===== src/rtl/cell_bist.sv =====
// BIST controller: a 16-bit LFSR drives patterns into the cell-under-test and a
// 16-bit MISR compacts its responses into a signature that is checked against GOLDEN.
module cell_bist #(
  parameter int          WIDTH_IN     = 4,
  parameter int          WIDTH_OUT    = 1,
  parameter int          NUM_PATTERNS = 16,
  parameter int          RESP_LAT     = 0,
  parameter logic [15:0] LFSR_SEED    = 16'h0001,
  parameter logic [15:0] MISR_SEED    = 16'h0000,
  parameter logic [15:0] GOLDEN       = 16'h0000
) (
  input  logic                 CK,
  input  logic                 RST,
  input  logic                 START,
  output logic [WIDTH_IN-1:0]  PAT,
  input  logic [WIDTH_OUT-1:0] RESP,
  output logic                 BUSY,
  output logic                 DONE,
  output logic                 PASS,
  output logic [15:0]          SIG
);

  // An all-zero LFSR would lock up, so a zero seed falls back to 1.
  localparam logic [15:0] LSEED   = (LFSR_SEED == 16'h0000) ? 16'h0001 : LFSR_SEED;
  localparam int          VW      = (RESP_LAT > 0) ? RESP_LAT : 1;
  localparam logic [15:0] NP_LAST = 16'(NUM_PATTERNS - 1);
  localparam logic [15:0] DR_LAST = 16'(VW - 1);

  typedef enum logic [1:0] {S_IDLE, S_RUN, S_DRAIN, S_DONE} state_t;

  state_t      state;
  logic [15:0] lfsr;
  logic [15:0] misr;
  logic [15:0] misr_nxt;
  logic [15:0] resp_ext;
  logic [15:0] cnt;
  logic [VW-1:0] vld_p;
  logic        capture;
  logic        busy_q;
  logic        done_q;
  logic        pass_q;

  function automatic logic [15:0] lfsr_step(input logic [15:0] q);
    return {q[14:0], q[15] ^ q[13] ^ q[12] ^ q[10]};
  endfunction

  function automatic logic [15:0] misr_step(input logic [15:0] m, input logic [15:0] r);
    return {m[14:0], m[15] ^ m[13] ^ m[12] ^ m[10]} ^ r;
  endfunction

  always_comb begin
    resp_ext = '0;
    resp_ext[WIDTH_OUT-1:0] = RESP;
  end

  // With a combinational CUT the response belongs to the pattern on PAT right now;
  // otherwise the valid pipe marks when a delayed response arrives.
  assign capture  = (RESP_LAT == 0) ? (state == S_RUN) : vld_p[VW-1];
  assign misr_nxt = capture ? misr_step(misr, resp_ext) : misr;

  always_ff @(posedge CK) begin
    if (RST) begin
      state  <= S_IDLE;
      lfsr   <= LSEED;
      misr   <= MISR_SEED;
      cnt    <= '0;
      vld_p  <= '0;
      busy_q <= 1'b0;
      done_q <= 1'b0;
      pass_q <= 1'b0;
    end else begin
      vld_p[0] <= (state == S_RUN);
      for (int i = 1; i < VW; i++) vld_p[i] <= vld_p[i-1];
      case (state)
        S_IDLE, S_DONE: begin
          if (START) begin
            state  <= S_RUN;
            lfsr   <= LSEED;
            misr   <= MISR_SEED;
            cnt    <= '0;
            vld_p  <= '0;
            busy_q <= 1'b1;
            done_q <= 1'b0;
            pass_q <= 1'b0;
          end
        end
        S_RUN: begin
          lfsr <= lfsr_step(lfsr);
          misr <= misr_nxt;
          if (cnt == NP_LAST) begin
            cnt <= '0;
            if (RESP_LAT > 0) begin
              state <= S_DRAIN;
            end else begin
              state  <= S_DONE;
              busy_q <= 1'b0;
              done_q <= 1'b1;
              pass_q <= (misr_nxt == GOLDEN);
            end
          end else begin
            cnt <= cnt + 16'd1;
          end
        end
        S_DRAIN: begin
          misr <= misr_nxt;
          if (cnt == DR_LAST) begin
            cnt    <= '0;
            state  <= S_DONE;
            busy_q <= 1'b0;
            done_q <= 1'b1;
            pass_q <= (misr_nxt == GOLDEN);
          end else begin
            cnt <= cnt + 16'd1;
          end
        end
        default: state <= S_IDLE;
      endcase
    end
  end

  assign PAT  = lfsr[WIDTH_IN-1:0];
  assign SIG  = misr;
  assign BUSY = busy_q;
  assign DONE = done_q;
  assign PASS = pass_q;

endmodule


===== config.mk =====
export PLATFORM = sky130hd
export DESIGN_NAME = cell_bist
export DESIGN_NICKNAME = d
export VERILOG_FILES = /design/src/rtl/cell_bist.sv
export SDC_FILE = /design/constraint.sdc
export NUM_CORES = 1
export LEC_CHECK = 0
export BUFFER_PORTS_ARGS = -buffer_cell sky130_fd_sc_hd__buf_2
export CORE_ASPECT_RATIO = 0.7
export CORE_MARGIN = 5
export CORE_UTILIZATION = 58
export CTS_CLUSTER_SIZE = 16
export DETAILED_ROUTE_END_ITERATION = 12
export GPL_TIMING_DRIVEN = 0
export HOLD_SLACK_MARGIN = 0.02
export PLACE_DENSITY = 0.79
export SLEW_MARGIN = 15
export SYNTH_ARGS = -nofsm -noshare
export SYNTH_HDL_FRONTEND = slang
export SYNTH_SLANG_ARGS = --single-unit
export TNS_END_PERCENT = 100

===== constraint.sdc =====
create_clock -name CK -period 2.9 [get_ports CK]
set_clock_uncertainty 0.2 [all_clocks]
set_input_delay 0.435 -clock CK [delete_from_list [all_inputs] [get_ports CK]]
set_output_delay 0.435 -clock CK [all_outputs]
set_load 0.005 [all_outputs]

==> results.cfg, run 1 <==
[status]
outcome = finished clean

[job]
cap_violations = 0

[global_route]
gr-total-overflow = 0
grt_max_degree = 17
grt_pass1_vias = 2143
grt_use_total_pct = 20.6
grt_antenna_before_repair = 0
grt_first_pass_wirelength_mm = 10.1

[route]
drt_iter0_markers = 255
top_layer_used = met4
viasPerCell = 6.13
wirelength_mm = 5.92
ant_nets = 0
met2_length_mm = 2.49
met3WireLength_um = 411
drc = 0
detail_route.first_pass.iterations = 5
via_count = 2378
wl_met1_mm = 2.97
wl_per_cell_um = 15.3

[cells_and_area]
layout-drive-gt1-share_pct = 15.0
final_nets = 340
antennaDiodeCount = 0
area_growth_pct = 11.0

[synthesis]
synthFlopType = dfxtp_1
seq_area_frac_synth_pct = 39.8
syn_area_um2 = 2620
synthDistinctLibCells = 46
synth_edf_count = 0
syn_avg_cell_area_um2 = 8.75
syn_nets = 307
syn-instance-count = 299
synth_warnings = 0
yosysTopAreaCell = dfxtp_1
synth_area_leaders = dfxtp_1 40%, nor2_1 7.3%, a22oi_1 6.0%, mux2i_1 4.2%, a221oi_1 3.7%
async_reset_ff_share_pct = 0
synth_top_area_share_pct = 39.8
synth-seq-cells = 52

[clock_network]
cts_buffers = 5
clockBufferDepth = 2
cts_resized = 0
cts_tree = yes
cts_hold_buf = 0
clk_latency_ns = 0.31
ctsHtreeMaxLevel = 2
cts_root_buffer = clkbuf_8
post-cts-setup-buffers = 0
clock-sinks = 52
path_clk_slew_ns = 0.10

[placed_design]
pre_cts_ws_ns = 0.577
hpwl_mm = 4.24
io_buffers = 26
gp_congestion = 0.861

[floorplan]
top_level_ports = 27
die_y_um = 66.2
die-area_um2 = 5970
die_w_um = 90.3
core_um2 = 4350
rows = 20
initial_core_util_pct = 60.1

[pwr]
power_leakage_nw = 1.13
p_switching_uw = 778
p_per_area_nw_per_um2 = 686
clkPwrFrac_pct = 21.1
swShare_pct = 39.1
p_int_mw = 1.21
sequentialPowerShare_pct = 40.3
p_comb_share_pct = 38.5
vdd_ir_drop_max_uv = 417

[critical_path]
worst-path-max-fanout = 10
arrival_ns = 2.41
required_ns = 2.93
cp-start-kind = flip-flop
path_class = reg2reg
cp-end-kind = flip-flop

[timing]
rsz0062_at_grt = no
slew_viol_final = 0
worst_slack_ns = 0.522
fmax_mhz = 421
tightest_slew_ns = 0.589
fin_crit_sh_pct = 82.0
max_slew_margin_pct = 60.6
hold_viol = 0
setup_violations = 0
period_needed_ns = 2.38
holdWs_ns = 0.280
fin_tns_setup_ns = 0

[hold_path]
min_path_type = in2reg
-- final timing paths --
kind / start / to / slack [ns] / depth (start not counted)
hold / removal: RST / lfsr[0] / 0.28 / 3
setup reg to reg: DONE / cnt[11] / 0.52 / 9
hold reg to reg: state[0] / state[0] / 0.32 / 2
setup / recovery: DONE / cnt[11] / 0.52 / 9
-- critical path: stages, from the launching register on --
cell and delay [ns]:
dfxtp_1 0.39, inv_1 0.06, ha_1 0.30, buf_6 0.13
or3b_1 0.38, a41o_1 0.24, nand2_2 0.13, buf_6 0.16
a41oi_1 0.12, a31oi_1 0.20
-- power groups by stage --
stage | Clock (mW) | Combinational [mW] | Sequential (mW)
after floorplan | 0 | 0.572 | 0.809
after global placement | 0 | 0.755 | 0.818
after detailed placement | 0 | 0.758 | 0.818
after CTS | 0.426 | 0.764 | 0.802
after global routing | 0.464 | 0.849 | 0.810
final | 0.421 | 0.767 | 0.802
-- routing by layer --
metal  up-vias  GRT usage [%]
met4         0           5.58
met2        90           30.1
met1      1122           30.0
met5         -              0
met3         7           4.89
li1       1159              -
-- area by class of cell --
| class | instances | area [um^2] |
|---|---|---|
| clock buffer | 6 | 72.6 |
| fill | 395 | 1450 |
| inverter | 8 | 30.0 |
| clock inverter | 2 | 16.3 |
| multi-input combinational | 217 | 1420 |
| timing repair buffer | 26 | 130 |
| tap | 55 | 68.8 |
| buffer | 22 | 123 |
| sequential | 52 | 1040 |
-- synth_stat cells, drive strengths merged (7+ instances only) --
| library cell | instances |
|---|---|
| nand2 | 16 |
| dfxtp | 52 |
| nor2 | 51 |
| xnor2 | 8 |
| nand3 | 7 |
| o21ai | 7 |
| nor3 | 7 |
| inv | 8 |
| mux2i | 11 |
| clkbuf | 12 |
| a21oi | 14 |
| buf | 10 |
| a22oi | 22 |
| a221oi | 11 |
-- stage by stage --
step                instance area [um^2]  util [%]  std cells  power (mW)
finish                              2900      66.7        388        1.99
detailed placement                  2810      64.6        380        1.58
floorplan                           2620         -        299        1.38
CTS                                 2900      66.7        388        1.99
global placement                    2810      64.6        380        1.57
global route                        2900      66.7        388        2.12
-- layout by cell type (no fill, tap or decap), types with 4 or more instances in the layout --
master	Yosys	final
a22oi_1	21	21
a31oi_1	5	5
nand2_1	15	15
inv_1	8	8
a22o_1	5	5
dfxtp_1	52	52
mux2i_1	11	11
clkbuf_1	12	13
a221oi_1	11	11
o21ai_0	7	7
xnor2_1	8	8
buf_2	2	28
nand4_1	5	5
nor3_1	6	6
clkbuf_8	0	5
nor2_1	51	51
nand3_1	6	6
nor2b_1	4	4
a21oi_1	14	14
buf_4	6	6
ha_1	4	4
-- logic make-up after synthesis --
group | share of synthesized area (%)
simple gates | 23.5
mux | 4.21
buf+inv | 5.84
flops | 39.8
xor+xnor | 2.68
fa+ha+maj | 1.91
compound gates | 22.0
-- registers in the layout, summed over array words and instances, names as in the netlist --
register  cells
PASS          1
lfsr         16
SIG          16
BUSY          1
state         1
DONE          1
cnt          16
(Power assumes the default switching activity.)
==> inputs of run 2 (changes only) <==
- ABC_AREA: default -> 1
- clock period: 2.9 -> 2.5 ns (I/O delays scaled with it)
==> run 2 against run 1 <==
Net effect:
- core utilization grew 1.0 points
- non-clock buffer count shrank 1
- final cell count grew 27%
- sequential power grew 18%
- via count grew 15%
- register-to-register slack lost 0.13 ns
- clock-buffer cell count shrank 1
==> results.cfg, run 2 <==
[synthesis]
yosys-top-cells-count = 147 x nand2_1, 52 x dfxtp_1, 48 x a21oi_1
synth_area_leaders = dfxtp_1 38%, nand2_1 20%, a21oi_1 8.9%, nor2_1 5.0%, nand3_1 4.2%
synth-seq-cells = 52
syn_avg_cell_area_um2 = 6.69
synth_warnings = 0
synth_most_common_cell = nand2_1
syn_nets = 413
syn-instance-count = 405
syn_area_um2 = 2710
synthDistinctLibCells = 30
synth_top_area_share_pct = 38.4
yosysTopAreaCell = dfxtp_1
synthFlopType = dfxtp_1
async_reset_ff_share_pct = 0
synth_edf_count = 0
seq_area_frac_synth_pct = 38.4

[timing]
period_needed_ns = 2.11
holdWs_ns = 0.182
rsz0062_at_grt = no
hold_viol = 0
worst_slack_ns = 0.390
slew_viol_final = 0
fmax_mhz = 474
tightest_slew_ns = 0.572
fin_crit_sh_pct = 84.4
fin_tns_setup_ns = 0
setup_violations = 0
max_slew_margin_pct = 61.9

[critical_path]
rr_endpoint = cnt[4]
arrival_ns = 2.15
reg2reg_from = DONE
cp-end-kind = flip-flop
ff2ff_setup_slack_ns = 0.39
crit_path_end = cnt[4]
path_class = reg2reg
worst-path-max-fanout = 10
cp-start-kind = flip-flop
startpoint = DONE
required_ns = 2.54
r2r_cells = 6

[route]
ant_nets = 0
detail_route.first_pass.iterations = 5
drc = 0
wl_per_cell_um = 13.4
viasPerCell = 5.52
drt_iter0_markers = 257
wirelength_mm = 6.58
via_count = 2723

[status]
outcome = finished clean

[pwr]
power_leakage_nw = 1.21
vdd_ir_drop_max_uv = 488
p_per_area_nw_per_um2 = 817
clkPwrFrac_pct = 20.5
p_int_mw = 1.42
swShare_pct = 41.9
finalPower_mw = 2.45
p_switching_mw = 1.03
sequentialPowerShare_pct = 38.7
p_comb_share_pct = 40.7

[placed_design]
hpwl_mm = 4.79
gp_congestion = 0.880
numPlacedInstances = 485
pre_cts_ws_ns = 0.453
io_buffers = 25

[clock_network]
cts_resized = 0
cts_tree = yes
clock-sinks = 52
path_clk_slew_ns = 0.10
clk_latency_ns = 0.31
cts_buffers = 5
ctsHtreeMaxLevel = 2
cts_root_buffer = clkbuf_8
post-cts-setup-buffers = 0
clockBufferDepth = 2
cts_hold_buf = 0

[cells_and_area]
final_nets = 445
layout_common_cells = 147 x nand2_1, 52 x dfxtp_1, 48 x a21oi_1
area_growth_pct = 10.7
layout-drive-gt1-share_pct = 14.6
final_cells = 493
mostFrequentLayoutCell = nand2_1
antennaDiodeCount = 0
nFillCells = 409

[floorplan]
top_level_ports = 27
die_w_um = 91.7
die-area_um2 = 6160
core_um2 = 4430
die_y_um = 67.2
rows = 20
initial_core_util_pct = 61.2

[global_route]
grt_max_degree = 19
gr-total-overflow = 0
grt_first_pass_wirelength_mm = 11.4
grt_use_total_pct = 22.9
grt_antenna_before_repair = 0
grt_pass1_vias = 2451

[hold_path]
min_path_type = in2reg

[job]
cap_violations = 0
run 2: routing by layer:
layer	track usage (%)	vias up	wire length, um
met1	32.6	1260	3220
met5	0	-	0
li1	-	1353	-
met2	34.7	104	2800
met4	6.48	0	49
met3	5.79	6	512
run 2: logic make-up (layout without fill, tap and decap cells):
family / Yosys count / after routing / share of synthesized area, %
xor gates and xnor gates: 9 / 9 / 2.91
buffers and inverters: 48 / 81 / 8.45
adders and majority gates: 4 / 4 / 1.85
AOI/OAI and AO/OA: 63 / 63 / 12.5
and+or+nand+nor: 229 / 229 / 35.9
DFF: 52 / 52 / 38.4
run 2: layout make-up:
type                    instances  area (um^2)  share of cell area [%]
multi-input cells             305         1440                    48.0
repair buffers                 25          125                    4.17
clock buffers                   5         68.8                    2.29
plain buffers                  22          131                    4.38
well taps                      55         68.8                    2.29
flip-flops and latches         52         1040                    34.7
clock inverters                 3         26.3                   0.876
inverters                      26         97.6                    3.25
run 2: power groups by stage:
stage / clock (mW) / sequential (mW) / combinational (mW)
finish: 0.504 / 0.949 / 0.999
global route: 0.555 / 0.956 / 1.09
CTS: 0.512 / 0.948 / 0.987
detailed placement: 0 / 0.966 / 0.984
global placement: 0 / 0.965 / 0.966
floorplan: 0 / 0.958 / 0.716
run 2: per-stage QoR:
| step | util (%) | cell area [um^2] |
|---|---|---|
| 6_report | 67.7 | 3000 |
| 5_1_grt | 67.7 | 3000 |
| 4_1_cts | 67.7 | 3000 |
| 3_5_place_dp | 65.6 | 2900 |
| 3_3_place_gp | 65.6 | 2900 |
| 2_1_floorplan | - | 2710 |
run 2: worst min path at each step:
stage	from	cells after the start	endpoint	slack, ns
5_1_grt	START	4	cnt[1]	0.19
6_report	START	4	cnt[1]	0.18
3_5_place_dp	BUSY	2	BUSY	0.26
2_1_floorplan	lfsr[11]	2	lfsr[11]	0.24
3_3_place_gp	BUSY	2	BUSY	0.25
4_1_cts	START	4	cnt[1]	0.18
run 2: critical path, cell delays in order (launching register included):
cell	delay [ns]
dfxtp_1	0.41
inv_1	0.07
ha_1	0.40
inv_2	0.15
buf_1	0.47
nand4_1	0.19
a21oi_1	0.16
